$ cat src/rtl/util_fix_pkg.sv
// rtl/util_fix_pkg.sv - saturation limits and stage record shared by the fixed-point scaler
package util_fix;

  localparam int MAX_W = 32;

  // Wide enough for any legal WIDTH so the limits can be compared after shifting.
  function automatic logic signed [63:0] sat_max(input int unsigned w);
    return (64'sd1 <<< (w - 1)) - 64'sd1;
  endfunction

  function automatic logic signed [63:0] sat_min(input int unsigned w);
    return -(64'sd1 <<< (w - 1));
  endfunction

  typedef struct packed {
    logic [MAX_W-1:0] data;
    logic             last;
    logic             sat;
  } stage_t;

endpackage

$ cat src/rtl/sat_shl_fix.sv
// rtl/sat_shl_fix.sv - combinational signed left shift by SCALE with clip to WIDTH bits
module sat_shl_fix
  import util_fix::*;
#(
  parameter int WIDTH = 8,
  parameter int SCALE = 2
) (
  input  logic signed [WIDTH-1:0] in,
  output logic        [WIDTH-1:0] out,
  output logic                    sat
);

  localparam int IW = WIDTH + SCALE;
  localparam logic signed [IW-1:0] MAX_V = IW'(sat_max(WIDTH));
  localparam logic signed [IW-1:0] MIN_V = IW'(sat_min(WIDTH));

  logic signed [IW-1:0] wide;

  assign wide = IW'(in) <<< SCALE;

  always_comb begin
    out = wide[WIDTH-1:0];
    sat = 1'b0;
    if (wide > MAX_V) begin
      out = MAX_V[WIDTH-1:0];
      sat = 1'b1;
    end else if (wide < MIN_V) begin
      out = MIN_V[WIDTH-1:0];
      sat = 1'b1;
    end
  end

endmodule

$ cat src/rtl/scaler_mul_fix.sv
// rtl/scaler_mul_fix.sv - 2-stage multiply-by-2^SCALE with saturation; SCALER_MUL_SAT_CNT_EN enables sat_cnt
module scaler_mul_fix #(
  parameter int WIDTH = 8,
  parameter int SCALE = 2,
  parameter int CNT_W = 16
) (
  input  logic             clk,
  input  logic             rst_n,
  input  logic             in_valid,
  output logic             in_ready,
  input  logic [WIDTH-1:0] in_data,
  input  logic             in_last,
  output logic             out_valid,
  input  logic             out_ready,
  output logic [WIDTH-1:0] out_data,
  output logic             out_last,
  output logic             out_sat,
  input  logic             sat_clr,
  output logic [CNT_W-1:0] sat_cnt
);

  logic             s1_valid;
  logic [WIDTH-1:0] s1_data;
  logic             s1_last;
  logic             s2_valid;
  logic [WIDTH-1:0] s2_data;
  logic             s2_last;
  logic             s2_sat;
  logic             s1_adv;
  logic             s2_adv;
  logic [WIDTH-1:0] shl_data;
  logic             shl_sat;

  // Each stage moves whenever its downstream slot is empty or draining this cycle.
  assign s2_adv   = !s2_valid || out_ready;
  assign s1_adv   = !s1_valid || s2_adv;
  assign in_ready = s1_adv;

  sat_shl_fix #(
    .WIDTH(WIDTH),
    .SCALE(SCALE)
  ) u_shl (
    .in (s1_data),
    .out(shl_data),
    .sat(shl_sat)
  );

  always_ff @(posedge clk or negedge rst_n) begin
    if (!rst_n) begin
      s1_valid <= 1'b0;
      s1_data  <= '0;
      s1_last  <= 1'b0;
      s2_valid <= 1'b0;
      s2_data  <= '0;
      s2_last  <= 1'b0;
      s2_sat   <= 1'b0;
    end else begin
      if (s1_adv) begin
        s1_valid <= in_valid;
        if (in_valid) begin
          s1_data <= in_data;
          s1_last <= in_last;
        end
      end
      if (s2_adv) begin
        s2_valid <= s1_valid;
        if (s1_valid) begin
          s2_data <= shl_data;
          s2_last <= s1_last;
          s2_sat  <= shl_sat;
        end
      end
    end
  end

  assign out_valid = s2_valid;
  assign out_data  = s2_data;
  assign out_last  = s2_last;
  assign out_sat   = s2_sat;

`ifdef SCALER_MUL_SAT_CNT_EN
  logic             out_fire;
  logic [CNT_W-1:0] cnt_q;

  assign out_fire = out_valid && out_ready;

  // Clear takes priority over a coincident counted transfer; the count sticks at all-ones.
  always_ff @(posedge clk or negedge rst_n) begin
    if (!rst_n) begin
      cnt_q <= '0;
    end else if (sat_clr) begin
      cnt_q <= '0;
    end else if (out_fire && s2_sat && (cnt_q != '1)) begin
      cnt_q <= cnt_q + CNT_W'(1);
    end
  end

  assign sat_cnt = cnt_q;
`else
  logic unused_sat_clr;

  assign unused_sat_clr = sat_clr;
  assign sat_cnt        = '0;
`endif

endmodule

$ cat config.mk
export PLATFORM = sky130hd
export DESIGN_NAME = scaler_mul_fix
export DESIGN_NICKNAME = d
export VERILOG_FILES = /design/src/rtl/util_fix_pkg.sv /design/src/rtl/sat_shl_fix.sv /design/src/rtl/scaler_mul_fix.sv
export SDC_FILE = /design/constraint.sdc
export NUM_CORES = 1
export LEC_CHECK = 0
export ABC_AREA = 1
export BUFFER_PORTS_ARGS = -buffer_cell sky130_fd_sc_hd__buf_2
export CAP_MARGIN = 20
export CORE_MARGIN = 10
export CORE_UTILIZATION = 47
export DETAILED_ROUTE_END_ITERATION = 12
export GPL_TIMING_DRIVEN = 0
export PLACE_DENSITY = 0.83
export SLEW_MARGIN = 20
export SYNTH_ARGS = -nofsm -noshare
export SYNTH_HDL_FRONTEND = slang
export SYNTH_HIERARCHICAL = 1
export SYNTH_SLANG_ARGS = --single-unit
$ cat constraint.sdc
create_clock -name clk -period 1.43 [get_ports clk]
set_input_delay 0.2145 -clock clk [delete_from_list [all_inputs] [get_ports clk]]
set_output_delay 0.2145 -clock clk [all_outputs]
set_load 0.02 [all_outputs]
==> results.tsv, run 1 <==
metric	value	unit
clockBufferDepth	2	
firstDrtPassIters	4	
viasPerCell	4.34	
synth_area_leaders	dfrtp_1 50%, nand2_1 19%, buf_4 14%, nand3_1 9.1%, nand2_2 1.8%	
synth.cell_area	1050	um2
outcome	complete, no violations	
cts_sinks	21	
htreeDepth	1	
cts_tree	built	
synthArstFlopShare	1.00	
start_util	0.482	
final_nets	182	
grt_max_degree	22	
clkPwrFrac	0.156	
fillCellCount	208	
area_delta_synth_final	23.2	%
synth_flop_cell	dfrtp_1	
antenna_left	0	
critical_path_class	reg2out	
setup.worst_path.start_class	flip-flop	
internal-power	1090	uW
insertion_delay	0.29	ns
power.leakage	0.000772	uW
grt_antenna_before_repair	0	
setup_viol	0	
p_comb_frac	0.372	
fin_worst_skew	0.00744	ns
hold_viol_final	0	
worstSetupEndpointType	output pin	
rows	17	
placed_area	1250	um2
ys_seq_elements	21	
path_max_fanout	10	
yosysSeqAreaShare	0.502	
cts_buffers	3	
synth_edf_count	0	
power_frac_seq	0.472	
yosys_warnings	6	
overflow	0	
crit_required	1.22	ns
ios	42	
antennaDiodeCount	0	
routabilityCongestion	0.761	
drv_cap	0	
fin_setup_tns	0	ns
clk_pin_slew_worst_paths	0.11	ns
finalWirelength	2100	um
drt_iter0_drc	37	
grt_pass1_wl	3390	um
grt_pass1_vias	793	
cts_root_buffer	clkbuf_4	
postSynthCellCount	124	
die_w	67.2	um
die_area	4510	um2
final_max_slew_viol_count	0	
dp_hpwl	1750	um
finalCritPeriodShare	0.950	
drcViolationCount	0	
hp-class	in2reg	
io_buffers	23	
grtUsageTotal	0.0941	
synth_most_common_cell	nand2_1	
synth_commonest_cells	53 x nand2_1, 21 x dfrtp_1, 19 x buf_4, 19 x nand3_1, 3 x nand2_2	
yosysUniqueCellTypes	12	
synth.top_cell.area_share	0.502	
critical_path_arrival	1.14	ns
min_period	1.36	ns
vdd_ir_drop_max	0.627	mV
core	2170	um2
drive_gt1_frac	0.317	
die_y	67.2	um
max_freq	736	MHz
via_count	847	
synth_top_cell_by_area	dfrtp_1	
synth.avg_cell_area	8.44	um2
wire_per_inst	10.8	um
swShare	0.378	
powerDensity	1350	nW/um2
rsz0062_at_grt	no	
p_switching	659	uW
final_area	1290	um2
==> kinds of logic after synthesis <==
logic type	Yosys count	synth area share
AO/OA/AOI/OAI	1	0.0179
buffers and inverters	25	0.167
flip-flops	21	0.502
other	1	0.00359
AND/OR/NAND/NOR	76	0.309
==> stage by stage <==
stage / hold slack [ns] / cells / power, uW / utilization / setup slack, ns
5_1_grt: 0.137 / 195 / 1870 / 0.594 / 0.0123
6_report: 0.141 / 195 / 1740 / 0.594 / 0.0713
3_5_place_dp: 0.186 / 190 / 1490 / 0.577 / 0.342
4_1_cts: 0.135 / 195 / 1760 / 0.594 / 0.0565
3_3_place_gp: 0.173 / 190 / 1470 / 0.577 / 0.379
2_1_floorplan: -0.0811 / 139 / 1290 / - / 0.424
==> worst max-delay path: stages, from the launching register on <==
cell and delay (ns):
dfrtp_1 0.42, nand3_2 0.12, buf_6 0.14, buf_2 0.17
==> path summary, 6_finish.rpt <==
path                                   startpoint                       to  slack, ns  depth (start not counted)
max in group asynchronous                   rst_n   s1_data[3]$_DFFE_PN0P_       0.74                          2
min                                    in_data[4]   s1_data[4]$_DFFE_PN0P_       0.14                          3
max                         out_valid$_DFFE_PN0P_                 in_ready       0.07                          3
min in group asynchronous                   rst_n  out_data[1]$_DFFE_PN0P_       0.38                          2
max reg2reg                s1_data[6]$_DFFE_PN0P_  out_data[1]$_DFFE_PN0P_       0.34                          5
min reg2reg                  out_last$_DFFE_PN0P_     out_last$_DFFE_PN0P_       0.48                          2
==> flip-flops by register name (all words and copies together), names as in the netlist <==
register and cells:
out_data 8, s1_data 8, out_last 1, out_sat 1, out_valid 1, s1_last 1, s1_valid 1
==> power by group through the flow <==
stage / registers, uW / clock network [uW] / logic, uW
floorplan: 961 / 0 / 329
global placement: 825 / 0 / 641
detailed placement: 836 / 0 / 654
CTS: 824 / 281 / 657
global route: 841 / 307 / 726
finish: 823 / 272 / 649
==> layout by cell type, fill, tap and decap left out, types with 2 or more instances in the layout <==
cell and instances:
clkbuf_1 2, clkbuf_4 3, inv_1 2, conb_1 16, dfrtp_1 21, nand2_1 53
nand2_2 3, buf_2 25, buf_4 19, nand3_1 19
==> cell type report <==
cell class	instances	area (um2)	share of cell area
flip-flops and latches	21	526	0.408
inverters	2	7.51	0.00583
multi-input cells	93	402	0.312
plain buffers	23	168	0.130
clock buffers	4	26.3	0.0204
repair buffers	24	125	0.0971
well taps	28	35.0	0.0272
==> per-layer routing <==
metal  vias to the layer above  part of all wire  routed length [um]  GRT usage
met3                         2              0.15                 309     0.0562
met2                        30              0.46                 960      0.155
li1                        440                 -                   -          -
met1                       375              0.38                 805     0.0896
met5                         -                 0                   0          0
met4                         0             0.013                  27     0.0538
==> repair_timing <==
action	4_1_cts	5_1_grt
hold buffers	1	0
resized for setup	0	0
hold endpoints to repair	21	0
setup buffers	0	0
Power figures use the tool's default switching activity.
==> inputs of run 2 (changes only) <==
CORE_UTILIZATION = 46   (was 47)
PLACE_DENSITY = 0.82   (was 0.83)
SYNTH_HIERARCHICAL = default   (was 1)
==> run 2 against run 1 <==
Effect of this change:
- clock skew down 0.0026 ns
- synthesized area shrank 5.0%
- cell count down 3.1%
- sequential power is 5.5% lower
- critical path depth stayed put
- highest routed layer unchanged
- first-iteration DRC count down 35%
- clock power grew 18%
- via count down 8.4%
- core utilization increased by 3.2 points
- routed wire length decreased by 6.0%
- synthesized cell count decreased by 4.8%
==> results.tsv, run 2 <==
metric	value	unit	change
outcome	complete, no violations		
cp_top_family	flip-flops		
slowest_delay	0.42	ns	about the same
htreeDepth	1		unchanged
final_nets	177		-2.7%
cts_root_buffer	clkbuf_4		
viasPerCell	4.11		-5.5%
synth_edf_count	0		unchanged
postSynthCellCount	118		-4.8%
synth_commonest_cells	51 x nand2_1, 20 x dfrtp_1, 17 x buf_4, 9 x nand3_1, 8 x inv_1		
clockBufferDepth	2		unchanged
antennaDiodeCount	0		unchanged
via_count	776		-8.4%
start_util	0.496		+0.0141
final_max_slew_viol_count	0		unchanged
mostFrequentLayoutCell	nand2_1		
yosysSeqAreaShare	0.504		+0.00139
cts_sinks	20		-4.8%
layout_common_cells	51 x nand2_1, 24 x buf_2, 20 x dfrtp_1		
synth_flop_cell	dfrtp_1		
powerDensity	1380	nW/um2	+1.9%
synth_area_leaders	dfrtp_1 50%, nand2_1 19%, buf_4 13%, nand3_1 4.5%, inv_1 3.0%		
min_from	in_data[6]		
fin_worst_skew	0.00483	ns	-0.00261 ns
setup_viol	0		unchanged
cp_slowest_cell	dfrtp_1		
cts_buffers	3		unchanged
grt_pass1_wl	3350	um	-1.0%
drt_iter0_drc	24		-35%
hp-class	in2reg		
io_buffers	23		unchanged
grt_max_degree	21		-4.5%
timing.rr.start	out_valid$_DFFE_PN0P_		
min_period	1.37	ns	+0.0134 ns
ys_seq_elements	20		-4.8%
die_y	66.5	um	-1.0%
critical_path_arrival	1.16	ns	+0.02 ns
largest_reg_flops	8		
ios	42		unchanged
critical_path_class	reg2out		
holdPathEnd	s1_data[6]$_DFFE_PN0P_		
yosysUniqueCellTypes	16		+4
crit_required	1.22	ns	about the same
synth.cell_area	993	um2	-5.0%
cp.buffers_inverters	2		unchanged
cts_resized	0		unchanged
fillCellCount	173		-17%
drcViolationCount	0		unchanged
overflow	0		unchanged
drv_cap	0		unchanged
clk_pin_slew_worst_paths	0.11	ns	about the same
hold_viol_final	0		unchanged
finalWirelength	1980	um	-6.0%
r2r_cells	6		+1
max_freq	729	MHz	-0.98%
grt_antenna_before_repair	0		unchanged
placed_area	1200	um2	-4.3%
path_max_fanout	10		unchanged
cp_cell_sequence	nand3_2 -> buf_6 -> buf_2		
synth_top_cell_by_area	dfrtp_1		
min_delay_path_depth	3		unchanged
rows	16		-1
grt_pass1_vias	775		-2.3%
die_area	4420	um2	-2.1%
drive_gt1_frac	0.340		+0.0221
final_area	1250	um2	-2.8%
routabilityCongestion	0.746		-2.0%
synth.avg_cell_area	8.42	um2	-0.19%
holdWs	0.143	ns	+0.00192 ns
r2r_end	out_data[6]$_DFFE_PN0P_		
antenna_left	0		unchanged
finalCritPeriodShare	0.960		+0.00940
vdd_ir_drop_max	0.703	mV	+12%
insertion_delay	0.29	ns	about the same
synth_most_common_cell	nand2_1		
worstSetupEndpointType	output pin		
fin_setup_tns	0	ns	unchanged
firstDrtPassIters	4		unchanged
power.leakage	0.000766	uW	-0.74%
r2r_slack	0.37	ns	+0.03 ns
core	2000	um2	-7.7%
grtUsageTotal	0.0953		+0.00115
area_delta_synth_final	26.1	%	
setup.worst_path.start_class	flip-flop		
synthArstFlopShare	1.00		unchanged
die_w	66.5	um	-1.0%
synth.top_cell.area_share	0.504		+0.00139
rsz0062_at_grt	no		
cts_tree	built		
wire_per_inst	10.4	um	-3.1%
yosys_warnings	0		-6
top_register	s1_data		
-- run 2: cell types whose count changed after synthesis, moves of 2 or more --
| cell | change |
|---|---|
| nand3_1 | -10 |
| inv_1 | +6 |
| buf_4 | -2 |
| nand2_1 | -2 |
-- run 2: repair_timing --
item | in CTS | in global routing
setup endpoints to repair | 0 | 1
hold buffers | 1 | 0
hold endpoints to repair | 20 | 0
buffers inserted | 0 | 1
-- run 2: worst max path at each step --
stage                          start                       to  slack, ns  cells after the start
4_1_cts         s1_valid$_DFFE_PN0P_                 in_ready       0.04                      3
3_3_place_gp    s1_valid$_DFFE_PN0P_                 in_ready       0.40                      3
2_1_floorplan  out_valid$_DFFE_PN0P_  out_data[7]$_DFFE_PN0P_       0.42                      5
3_5_place_dp    s1_valid$_DFFE_PN0P_                 in_ready       0.38                      3
5_1_grt         s1_valid$_DFFE_PN0P_                 in_ready      0.006                      3
6_report        s1_valid$_DFFE_PN0P_                 in_ready       0.06                      3
-- run 2: cell families after synthesis --
logic type / synth area share
AO/OA/AOI/OAI: 0.0189
buffers and inverters: 0.190
flip-flops: 0.504
other: 0.00377
AND/OR/NAND/NOR: 0.283
-- run 2: cell type report --
cell class,count,area (um2),area share
plain buffers,20,155,0.124
clock buffers,4,36.3,0.0290
inverters,9,33.8,0.0270
multi-input cells,84,360,0.288
flip-flops and latches,20,500,0.400
well taps,27,33.8,0.0270
repair buffers,25,133,0.106
-- run 2: worst register-to-register path: stages (launching register included) --
cell and delay [ns]:
dfrtp_1 0.41, buf_4 0.14, nand2_2 0.08, nand2_4 0.07, buf_6 0.14, nand2_1 0.06
nand2_1 0.05
-- run 2: metal layers --
layer  vias up  track usage  routed length, um
li1        410            -                  -
met4         0       0.0576                 34
met2        32        0.151                855
met1       332       0.0998                852
met5         -            0                  0
met3         2       0.0468                233
-- run 2: stage by stage --
step | cells | util | total power [uW] | setup slack [ns]
5_1_grt | 189 | 0.626 | 1850 | 0.00615
6_report | 189 | 0.626 | 1730 | 0.0579
2_1_floorplan | 133 | - | 1220 | 0.424
3_5_place_dp | 183 | 0.599 | 1410 | 0.385
3_3_place_gp | 183 | 0.599 | 1390 | 0.401
4_1_cts | 188 | 0.622 | 1730 | 0.0446
-- run 2: report_power, final --
part           total, uW  internal, uW  switching [uW]
Combinational        628           232             396
Sequential           778           698            80.0
Clock                321           155             166
Total               1730          1090             642
